`config.mk`:
```
export PLATFORM = sky130hd
export DESIGN_NAME = axis_3x32_to_48_unpack_flat
export DESIGN_NICKNAME = d
export VERILOG_FILES = /design/src/rtl/axis_3x32_to_48_unpack_pkg.sv /design/src/rtl/axis_3x32_to_48_unpack_if.sv /design/src/rtl/axis_3x32_to_48_unpack_stats.sv /design/src/rtl/axis_3x32_to_48_unpack.sv /design/src/flat_wrapper.sv
export SDC_FILE = /design/constraint.sdc
export NUM_CORES = 1
export LEC_CHECK = 0
export BUFFER_PORTS_ARGS = -buffer_cell sky130_fd_sc_hd__buf_2
export CAP_MARGIN = 20
export CORE_MARGIN = 4
export CORE_UTILIZATION = 55
export CTS_CLUSTER_DIAMETER = 120
export DETAILED_ROUTE_END_ITERATION = 10
export PLACE_DENSITY_LB_ADDON = 0.2
export SLEW_MARGIN = 20
export SYNTH_ARGS = -nofsm -noshare
export SYNTH_HDL_FRONTEND = slang
export SYNTH_SLANG_ARGS = --single-unit
```
`constraint.sdc`:
```
create_clock -name s00_axis_aclk -period 2.55 [get_ports s00_axis_aclk]
set_clock_uncertainty 0.2 [all_clocks]
set_input_delay 0.51 -clock s00_axis_aclk [delete_from_list [all_inputs] [get_ports s00_axis_aclk]]
set_output_delay 0.51 -clock s00_axis_aclk [all_outputs]
set_load 0.005 [all_outputs]
```
`src/rtl/axis_3x32_to_48_unpack_pkg.sv`:
```
// Shared widths and byte-packing slices for the 48-bit <-> 3x32-bit stream converters.
// Both the packer and this unpacker take their slice positions from here.
package axis_3x32_to_48_unpack_pkg;

    localparam int BYTE_WIDTH                 = 8;
    localparam int CSA_OUT_DATA_WIDTH_BY_BYTE = 6;
    localparam int CSA_OUT_WIDTH              = BYTE_WIDTH * CSA_OUT_DATA_WIDTH_BY_BYTE;
    localparam int AXIS_WORD_WIDTH            = 32;
    localparam int AXIS_STRB_WIDTH            = AXIS_WORD_WIDTH / BYTE_WIDTH;
    localparam int HALF_WIDTH                 = AXIS_WORD_WIDTH / 2;

    // Little-endian placement of the split middle word across the two records
    localparam int REC0_HI_LSB = 0;
    localparam int REC1_LO_LSB = 16;

    typedef logic [AXIS_WORD_WIDTH-1:0] word_t;
    typedef logic [AXIS_STRB_WIDTH-1:0] strb_t;
    typedef logic [HALF_WIDTH-1:0]      half_t;
    typedef logic [CSA_OUT_WIDTH-1:0]   rec_t;

    typedef enum logic [1:0] {
        PH_W0 = 2'd0,
        PH_W1 = 2'd1,
        PH_W2 = 2'd2
    } phase_e;

    function automatic rec_t pack_rec0(input word_t w0, input word_t w1);
        return {w1[REC0_HI_LSB +: HALF_WIDTH], w0};
    endfunction

    function automatic rec_t pack_rec1(input half_t w1_hi, input word_t w2);
        return {w2, w1_hi};
    endfunction

endpackage

```
`src/rtl/axis_3x32_to_48_unpack_if.sv`:
```
// Word stream in (AXIS slave side) and record stream out for the 3x32-to-48 unpacker.
// The slave modport is the unpacker's view; master is the driving/consuming environment.
interface axis_3x32_to_48_unpack_if;
    import axis_3x32_to_48_unpack_pkg::*;

    logic  s00_axis_tvalid;
    logic  s00_axis_tready;
    word_t s00_axis_tdata;
    strb_t s00_axis_tstrb;
    logic  s00_axis_tlast;

    logic  out_valid;
    logic  out_ready;
    rec_t  out_data;
    logic  out_last;

    modport slave (
        input  s00_axis_tvalid,
        output s00_axis_tready,
        input  s00_axis_tdata,
        input  s00_axis_tstrb,
        input  s00_axis_tlast,
        output out_valid,
        input  out_ready,
        output out_data,
        output out_last
    );

    modport master (
        output s00_axis_tvalid,
        input  s00_axis_tready,
        output s00_axis_tdata,
        output s00_axis_tstrb,
        output s00_axis_tlast,
        input  out_valid,
        output out_ready,
        input  out_data,
        input  out_last
    );

endinterface

```
`src/rtl/axis_3x32_to_48_unpack_stats.sv`:
```
// Record counter (wrapping) and framing-error counter (saturating) with a clear that
// takes priority over any event landing in the same cycle.
module axis_unpack_stats #(
    parameter int CNT_WIDTH     = 32,
    parameter int ERR_CNT_WIDTH = 16
) (
    input  logic                     clk_i,
    input  logic                     rst_n_i,
    input  logic                     clr_stats_i,
    input  logic                     rec_evt_i,
    input  logic                     err_a_i,
    input  logic                     err_b_i,
    output logic [CNT_WIDTH-1:0]     rec_count_o,
    output logic [ERR_CNT_WIDTH-1:0] err_count_o
);

    logic [CNT_WIDTH-1:0]     rec_count_q, rec_count_d;
    logic [ERR_CNT_WIDTH-1:0] err_count_q, err_count_d;
    logic [1:0]               err_inc;
    logic [ERR_CNT_WIDTH:0]   err_sum;

    // One extra bit on the sum catches overflow, including the +2 case near all-ones
    assign err_inc = {1'b0, err_a_i} + {1'b0, err_b_i};
    assign err_sum = {1'b0, err_count_q} + {{(ERR_CNT_WIDTH-1){1'b0}}, err_inc};

    always_comb begin
        rec_count_d = rec_count_q;
        err_count_d = err_count_q;
        if (clr_stats_i) begin
            rec_count_d = '0;
            err_count_d = '0;
        end else begin
            if (rec_evt_i) begin
                rec_count_d = rec_count_q + {{(CNT_WIDTH-1){1'b0}}, 1'b1};
            end
            if (err_sum[ERR_CNT_WIDTH]) begin
                err_count_d = '1;
            end else begin
                err_count_d = err_sum[ERR_CNT_WIDTH-1:0];
            end
        end
    end

    always_ff @(posedge clk_i or negedge rst_n_i) begin
        if (!rst_n_i) begin
            rec_count_q <= '0;
            err_count_q <= '0;
        end else begin
            rec_count_q <= rec_count_d;
            err_count_q <= err_count_d;
        end
    end

    assign rec_count_o = rec_count_q;
    assign err_count_o = err_count_q;

endmodule

```
`src/rtl/axis_3x32_to_48_unpack.sv`:
```
// Reassembles every three 32-bit AXIS words into two 48-bit CSA records.
// phase | meaning
// PH_W0 | expecting w0; beat only captures it into hold32
// PH_W1 | expecting w1; beat emits rec0 and keeps w1[31:16] in hold16
// PH_W2 | expecting w2; beat emits rec1
module axis_3x32_to_48_unpack
    import axis_3x32_to_48_unpack_pkg::*;
#(
    parameter int C_S00_AXIS_TDATA_WIDTH = 32,
    parameter int CNT_WIDTH              = 32,
    parameter int ERR_CNT_WIDTH          = 16
) (
    input  logic                        s00_axis_aclk,
    input  logic                        s00_axis_aresetn,
    axis_3x32_to_48_unpack_if.slave     bus,
    input  logic                        clr_stats,
    output logic                        err_partial,
    output logic                        err_strb,
    output logic [CNT_WIDTH-1:0]        rec_count,
    output logic [ERR_CNT_WIDTH-1:0]    err_count
);

    if (C_S00_AXIS_TDATA_WIDTH != AXIS_WORD_WIDTH) begin : g_width_check
        $error("axis_3x32_to_48_unpack supports only a 32-bit input word");
    end

    logic   aresetn_q;
    phase_e phase_q, phase_d;
    word_t  hold32_q, hold32_d;
    half_t  hold16_q, hold16_d;
    logic   out_valid_q, out_valid_d;
    rec_t   out_data_q, out_data_d;
    logic   out_last_q, out_last_d;
    logic   err_partial_q, err_partial_d;
    logic   err_strb_q, err_strb_d;
    logic   tready;
    logic   beat;

    // A phase-0 beat never touches the output register, so it may proceed while a record is held
    assign tready = aresetn_q && ((phase_q == PH_W0) || !out_valid_q || bus.out_ready);
    assign beat   = bus.s00_axis_tvalid && tready;

    always_comb begin
        phase_d       = phase_q;
        hold32_d      = hold32_q;
        hold16_d      = hold16_q;
        out_valid_d   = out_valid_q && !bus.out_ready;
        out_data_d    = out_data_q;
        out_last_d    = out_last_q;
        err_partial_d = 1'b0;
        err_strb_d    = 1'b0;
        if (beat) begin
            err_strb_d = (bus.s00_axis_tstrb != '1);
            case (phase_q)
                PH_W0: begin
                    if (bus.s00_axis_tlast) begin
                        err_partial_d = 1'b1;
                    end else begin
                        hold32_d = bus.s00_axis_tdata;
                        phase_d  = PH_W1;
                    end
                end
                PH_W1: begin
                    out_data_d  = pack_rec0(hold32_q, bus.s00_axis_tdata);
                    out_valid_d = 1'b1;
                    out_last_d  = bus.s00_axis_tlast;
                    if (bus.s00_axis_tlast) begin
                        err_partial_d = 1'b1;
                        phase_d       = PH_W0;
                    end else begin
                        hold16_d = bus.s00_axis_tdata[REC1_LO_LSB +: HALF_WIDTH];
                        phase_d  = PH_W2;
                    end
                end
                PH_W2: begin
                    out_data_d  = pack_rec1(hold16_q, bus.s00_axis_tdata);
                    out_valid_d = 1'b1;
                    out_last_d  = bus.s00_axis_tlast;
                    phase_d     = PH_W0;
                end
                default: begin
                    phase_d = PH_W0;
                end
            endcase
        end
    end

    always_ff @(posedge s00_axis_aclk or negedge s00_axis_aresetn) begin
        if (!s00_axis_aresetn) begin
            aresetn_q     <= 1'b0;
            phase_q       <= PH_W0;
            hold32_q      <= '0;
            hold16_q      <= '0;
            out_valid_q   <= 1'b0;
            out_data_q    <= '0;
            out_last_q    <= 1'b0;
            err_partial_q <= 1'b0;
            err_strb_q    <= 1'b0;
        end else begin
            aresetn_q     <= 1'b1;
            phase_q       <= phase_d;
            hold32_q      <= hold32_d;
            hold16_q      <= hold16_d;
            out_valid_q   <= out_valid_d;
            out_data_q    <= out_data_d;
            out_last_q    <= out_last_d;
            err_partial_q <= err_partial_d;
            err_strb_q    <= err_strb_d;
        end
    end

    assign bus.s00_axis_tready = tready;
    assign bus.out_valid       = out_valid_q;
    assign bus.out_data        = out_data_q;
    assign bus.out_last        = out_last_q;
    assign err_partial         = err_partial_q;
    assign err_strb            = err_strb_q;

    axis_unpack_stats #(
        .CNT_WIDTH     (CNT_WIDTH),
        .ERR_CNT_WIDTH (ERR_CNT_WIDTH)
    ) u_stats (
        .clk_i       (s00_axis_aclk),
        .rst_n_i     (s00_axis_aresetn),
        .clr_stats_i (clr_stats),
        .rec_evt_i   (out_valid_q && bus.out_ready),
        .err_a_i     (err_partial_q),
        .err_b_i     (err_strb_q),
        .rec_count_o (rec_count),
        .err_count_o (err_count)
    );

endmodule

```
`src/flat_wrapper.sv`:
```
// flat-port wrapper written by rule: the top's interface ports become plain ports
module axis_3x32_to_48_unpack_flat import axis_3x32_to_48_unpack_pkg::*;
#(
    parameter int C_S00_AXIS_TDATA_WIDTH = 32,
    parameter int CNT_WIDTH              = 32,
    parameter int ERR_CNT_WIDTH          = 16
)
  (s00_axis_aclk, s00_axis_aresetn, clr_stats, err_partial, err_strb, rec_count, err_count, bus_s00_axis_tvalid, bus_s00_axis_tready, bus_s00_axis_tdata, bus_s00_axis_tstrb, bus_s00_axis_tlast, bus_out_valid, bus_out_ready, bus_out_data, bus_out_last);
  axis_3x32_to_48_unpack_if bus_i ();
  input  logic s00_axis_aclk;
  input  logic s00_axis_aresetn;
  input  logic clr_stats;
  output logic err_partial;
  output logic err_strb;
  output logic [CNT_WIDTH-1:0] rec_count;
  output logic [ERR_CNT_WIDTH-1:0] err_count;
  input wire logic [$bits(bus_i.s00_axis_tvalid)-1:0] bus_s00_axis_tvalid;
  output wire logic [$bits(bus_i.s00_axis_tready)-1:0] bus_s00_axis_tready;
  input wire logic [$bits(bus_i.s00_axis_tdata)-1:0] bus_s00_axis_tdata;
  input wire logic [$bits(bus_i.s00_axis_tstrb)-1:0] bus_s00_axis_tstrb;
  input wire logic [$bits(bus_i.s00_axis_tlast)-1:0] bus_s00_axis_tlast;
  output wire logic [$bits(bus_i.out_valid)-1:0] bus_out_valid;
  input wire logic [$bits(bus_i.out_ready)-1:0] bus_out_ready;
  output wire logic [$bits(bus_i.out_data)-1:0] bus_out_data;
  output wire logic [$bits(bus_i.out_last)-1:0] bus_out_last;
  assign bus_i.s00_axis_tvalid = bus_s00_axis_tvalid;
  assign bus_s00_axis_tready = bus_i.s00_axis_tready;
  assign bus_i.s00_axis_tdata = bus_s00_axis_tdata;
  assign bus_i.s00_axis_tstrb = bus_s00_axis_tstrb;
  assign bus_i.s00_axis_tlast = bus_s00_axis_tlast;
  assign bus_out_valid = bus_i.out_valid;
  assign bus_i.out_ready = bus_out_ready;
  assign bus_out_data = bus_i.out_data;
  assign bus_out_last = bus_i.out_last;
  axis_3x32_to_48_unpack #(.C_S00_AXIS_TDATA_WIDTH(C_S00_AXIS_TDATA_WIDTH), .CNT_WIDTH(CNT_WIDTH), .ERR_CNT_WIDTH(ERR_CNT_WIDTH)) u_core (.s00_axis_aclk(s00_axis_aclk), .s00_axis_aresetn(s00_axis_aresetn), .bus(bus_i), .clr_stats(clr_stats), .err_partial(err_partial), .err_strb(err_strb), .rec_count(rec_count), .err_count(err_count));
endmodule
```
# Word-level counts from Yosys, hierarchy flattened
# Index checks and enable logic that the tools add are counted.
# W data, S select, Z words.
[word_totals]
ff_bits = 151
latch_bits = 0
ramBits = 0
rom_bits = 0
out_inout_bits = 101
mem_count = 0
[classes]
n_addsub = 3
multipliers = 0
div = 0
magnitude_cmp = 0
eq_ne = 4
n_shift = 0
n_mux = 14
bitwise_logic = 1
n_reduce_logical = 18
[op_table]
columns = ["operator", "n"]
rows = [
  ["$pmux W48 S2", 1],
  ["$mux W32", 2],
  ["$add A32 B1 Y32 const B", 1],
  ["$mux W16", 2],
  ["$add A16 B2 Y17", 1],
  ["$mux W1", 6],
  ["$reduce_and A2 Y1", 3],
  ["$reduce_and A3 Y1", 2],
  ["$logic_and A1 B1 Y1", 4],
  ["$mux W2", 2],
  ["$ne A4 B4 Y1 const B", 1],
  ["$pmux W2 S2", 1],
  ["$reduce_bool A2 Y1", 2],
  ["$reduce_or A2 Y1", 2],
  ["$add A1 B1 Y2", 1],
  ["$eq A2 B1 Y1 const B", 1],
  ["$eq A2 B2 Y1 const B", 1],
  ["$logic_not A1 Y1", 2],
  ["$logic_not A2 Y1", 1],
  ["$logic_or A1 B1 Y1", 2],
  ["$ne A2 B2 Y1 const B", 1],
  ["$not A1 Y1", 1],
]

# Logic depth before layout (Yosys ltp)
[depth]
word_depth = 6
mapped_depth = 9

# Modules after synthesis
# From an unflattened synthesis, not the netlist that was laid out.
[hier_totals]
cells_unflattened = 550
area_unflattened_um2 = 7024.2
[by_module_without_submodules]
columns = ["module", "n_inst", "cells_per_inst", "area_each_um2", "seq_area_each_um2"]
rows = [
  ["axis_3x32_to_48_unpack", 1, 288, 4485.6, 2577.5],
  ["axis_unpack_stats", 1, 262, 2538.7, 1201.2],
]

# Worst setup path before layout
# No wires, ideal clock.
[synth_path]
path_type = "register to register"
from = "register u_core.phase_q[0]"
to = "register u_core.hold16_q[1]"
arrival_ps = 1936
t_required_ps = 2225
setup_slack_ps = 289
path_stages_with_launch = 9
period_less_slack_ps = 2261
cell_sequence = "dfrtp_1 -> inv_1 -> ha_1 -> clkbuf_1 -> o211ai_1 -> or3b_1 -> buf_2 -> buf_2 -> mux2_2"
[synth_via]
elab_chain_len = 6
[synth_lines]
columns = ["item", "line", "rtl"]
rows = [
  ["from (decl)", "axis_3x32_to_48_unpack.sv:28", "phase_e phase_q, phase_d;"],
  ["from (signal assigned)", "axis_3x32_to_48_unpack.sv:101", "phase_q <= phase_d;"],
  ["$logic_not A2 Y1", "axis_3x32_to_48_unpack.sv:40", "assign tready = aresetn_q && ((phase_q == PH_W0) || !out_valid_q || bus.out_ready);"],
  ["$logic_or A1 B1 Y1 (2 in series)", "axis_3x32_to_48_unpack.sv:40", ""],
  ["$logic_and A1 B1 Y1", "axis_3x32_to_48_unpack.sv:40", ""],
  ["$logic_and A1 B1 Y1", "axis_3x32_to_48_unpack.sv:41", "assign beat = bus.s00_axis_tvalid && tready;"],
  ["$reduce_and A3 Y1 (no line) (*)", "--", ""],
  ["to (signal assigned)", "axis_3x32_to_48_unpack.sv:103", "hold16_q <= hold16_d;"],
  ["to (decl)", "axis_3x32_to_48_unpack.sv:30", "half_t hold16_q, hold16_d;"],
]
# Every way passes the cells marked *; elsewhere a longest branch is shown, timed or not.
# A chain may end at the register's enable or synchronous reset.

# Worst setup path in the final report
[layout_path]
from = "register u_core.u_stats.rec_count_q[5], in the netlist u_core.u_stats.rec_count_o[5]"
to = "register u_core.u_stats.rec_count_q[27], in the netlist u_core.u_stats.rec_count_o[27]"
[layout_via]
elab_chain_len = 3
[layout_lines]
columns = ["item", "line", "rtl"]
rows = [
  ["from (decl)", "axis_3x32_to_48_unpack_stats.sv:17", "logic [CNT_WIDTH-1:0] rec_count_q, rec_count_d;"],
  ["from (signal assigned)", "axis_3x32_to_48_unpack_stats.sv:49", "rec_count_q <= rec_count_d;"],
  ["$add A32 B1 Y32", "axis_3x32_to_48_unpack_stats.sv:34", "rec_count_d = rec_count_q + {{(CNT_WIDTH-1){1'b0}}, 1'b1};"],
  ["$mux W32", "axis_3x32_to_48_unpack_stats.sv:33", "if (rec_evt_i) begin"],
  ["$mux W32", "axis_3x32_to_48_unpack_stats.sv:29", "if (clr_stats_i) begin"],
]
# No other way between the ends. The select of a mux whose other input is x is not followed.

==> results.json <==
{
  "ant_nets": 0,
  "crit_slowest_cell": "or4_4",
  "final_common_cell": "dfrtp_1",
  "max_cap_violations": 0,
  "first_iter_violations": 295,
  "synthAdderAreaFrac": 0.0122,
  "cpPeakStageDelay_ns": 0.70,
  "synth_ff_type": "dfrtp_1",
  "p_per_area_nw_per_um2": 967,
  "relSlewSlack": 0.664,
  "dr.pass1.iters": 4,
  "min_path_type": "input pin to register",
  "first_global_vias": 5387,
  "synth_seq_cells": 151,
  "pwr-share-comb": 0.255,
  "critPathTopFamily": "simple AND/OR/NAND/NOR gates",
  "layout_common_cells": "dfrtp_1 (151), buf_2 (141), nand2_1 (65), o21ai_0 (55), mux2_2 (50)",
  "status": "finished, final reports clean",
  "power_frac_seq": 0.443,
  "syn_inst": 600,
  "n_antenna_cell": 0,
  "die_w_um": 119,
  "core_area_sq_um": 12000,
  "hold_violations": 0,
  "post_cts_buffers": 0,
  "async_flop_share": 1.00,
  "worst-path-stages": 4,
  "syn_area_per_cell_sq_um": 11.3,
  "yosys.area_share.simple": 0.127,
  "finalCritPeriodShare": 0.917,
  "track_usage": 0.229,
  "instances_no_fill": 902,
  "fin_tns_setup_ns": 0,
  "drive_gt1_frac": 0.322,
  "crit_arrival_ns": 2.46,
  "clkTransAtPathRegs_ns": 0.05,
  "netlist.area_leader.share": 0.558,
  "worst_pin_slew_ns": 0.504,
  "finalSetupViolCount": 0,
  "whs_path_depth": 2,
  "drv_slew": 0,
  "wl_um": 15300,
  "hpwlAfterDp_um": 10500,
  "nets": 791,
  "endpoint_kind": "register",
  "synth-edff-count": 0,
  "htreeDepth": 4,
  "hold_slack_ns": 0.144,
  "path_max_fanout": 30,
  "root_buffer": "clkbuf_16",
  "yosys_warnings": 0,
  "clock_latency_ns": 0.42,
  "synth_compound_area_frac": 0.0948,
  "peakVddDrop_mv": 0.666,
  "cts_tree": "built",
  "p_int_mw": 5.71,
  "netSwitchingFraction": 0.289,
  "floorplan.die.height_um": 119,
  "muxShareOfSynthArea": 0.154,
  "rsz0062_at_grt": "no",
  "gr-total-overflow": 0,
  "placed_cells": 870,
  "yosysTopAreaCell": "dfrtp_1",
  "p_leak_nw": 3.87,
  "clock_sinks": 151,
  "num_rows": 40,
  "period_minus_slack_ns": 2.34,
  "portBuffers": 142,
  "cts_buffers": 17,
  "synth_area_sq_um": 6770,
  "num_io_pins": 143,
  "worstSetupStartpointType": "register",
  "post_synth_num_cell_types": 42,
  "synth-seq-area-share": 0.558,
  "synth_top_family_by_area": "multiplexers",
  "crit_type": "register to register",
  "max_freq_mhz": 428,
  "vias": 5134,
  "grt_start_max_net_pins": 79,
  "initial_core_util": 0.564,
  "via_per_inst": 5.69,
  "clock_path_buffers": 2,
  "synth-xor-area-share": 0.0259,
  "switchingPower_mw": 2.32,
  "area_growth_pct": 22.6,
  "gp_congestion": 0.785,
  "r2r.worst_path.cells": 4,
  "cp_num_buf_inv": 0,
  "crit_required_ns": 2.68,
  "routedWlPerCell_um": 17.0,
  "synth_nets": 648,
  "antenna_found_initial": 0,
  "p_clk_frac": 0.302,
  "crit_chain": "nand4_2, or4_4, or4_1, a21oi_1",
  "dieArea_sq_um": 14200,
  "synthTopCellsByArea": "dfrtp_1 (56%), mux2_2 (8.3%), mux2i_1 (7.1%), o21ai_0 (4.1%), nand2_1 (3.6%)",
  "drc": 0,
  "grt_pass1_wl_um": 26300
}
[kinds of logic after synthesis]
family | count (synthesis)
AND/OR/NAND/NOR | 162
flip-flops | 151
AO/OA/AOI/OAI | 116
multiplexers | 98
buffers and inverters | 46
adder cells (fa/ha/maj) | 6
other | 1
XOR/XNOR | 20
[Yosys cell counts (4+ instances only)]
master / instances
or4_1: 17
buf_2: 4
nand3_1: 13
mux2_2: 50
clkbuf_1: 27
ha_1: 5
nand2_1: 65
a31oi_1: 4
mux2i_1: 48
nor2_1: 13
a21oi_1: 36
nor3_1: 7
and4_1: 9
or3_1: 4
inv_1: 11
nand4_1: 14
xnor2_1: 7
dfrtp_1: 151
xor2_1: 13
o31ai_1: 15
o21ai_0: 55
and3_1: 5
[worst reg2reg max path, delay by kind of cell, from the launching register on]
kind	cells	cell delay, ns
flip-flops	1	0.45
AO/OA/AOI/OAI	1	0.18
AND/OR/NAND/NOR	3	1.42
[layer usage]
metal  up-vias  GRT usage  share of wire
met4         0     0.0811          0.014
met1      2510      0.289           0.42
met3        20     0.0670          0.064
met2       152      0.379           0.50
li1       2452          -              -
met5         -          0              0
[flip-flops by register name, summed over array words and instances, names as in the netlist]
register / count
u_core.aresetn_q: 1
u_core.bus.out_data: 48
u_core.bus.out_last: 1
u_core.bus.out_valid: 1
u_core.err_partial: 1
u_core.err_strb: 1
u_core.hold16_q: 16
u_core.hold32_q: 32
u_core.phase_q: 2
u_core.u_stats.err_count_o: 16
u_core.u_stats.rec_count_o: 32
[timing repair]
action / 4_1_cts / 5_1_grt
endpoints found under the setup margin: 0 / 0
hold endpoints to repair: 41 / 0
gates resized for setup: 0 / 0
hold buffers: 1 / 0
[final cells by class]
cell class / instances / area (sq um)
fillers: 939 / 3710
multi-input cells: 403 / 2830
inverters: 11 / 41.3
clock inverters: 9 / 100
well taps: 147 / 184
clock buffers: 22 / 474
flip-flops and latches: 151 / 3780
repair buffers: 159 / 897
[worst paths after layout]
path | from | endpoint | slack (ns)
min in group asynchronous | s00_axis_aresetn | u_core.u_stats.err_count_o[9] | 0.41
max in group asynchronous | s00_axis_aresetn | u_core.phase_q[0] | 1.06
max reg2reg | u_core.u_stats.rec_count_o[5] | u_core.u_stats.rec_count_o[27] | 0.21
min | bus_s00_axis_tstrb[0] | u_core.err_strb | 0.14
min reg2reg | u_core.bus.out_data[34] | u_core.bus.out_data[34] | 0.27
max | u_core.u_stats.rec_count_o[5] | u_core.u_stats.rec_count_o[27] | 0.21
[stage by stage]
stage	total power [mW]	setup slack (ns)	instance area, sq um	util
CTS	8.13	0.210	8300	0.691
finish	8.02	0.212	8300	0.691
detailed placement	5.68	0.239	7720	0.643
global placement	5.55	0.296	7720	0.643
floorplan	4.80	0.289	6770	-
global route	8.59	0.129	8300	0.691
[power groups by stage]
stage / registers (mW) / logic (mW) / clock network [mW]
global placement: 3.54 / 2.01 / 0
CTS: 3.56 / 2.10 / 2.47
global route: 3.65 / 2.34 / 2.61
finish: 3.55 / 2.05 / 2.42
detailed placement: 3.59 / 2.09 / 0
floorplan: 3.55 / 1.25 / 0
(Power assumes the default switching activity.)
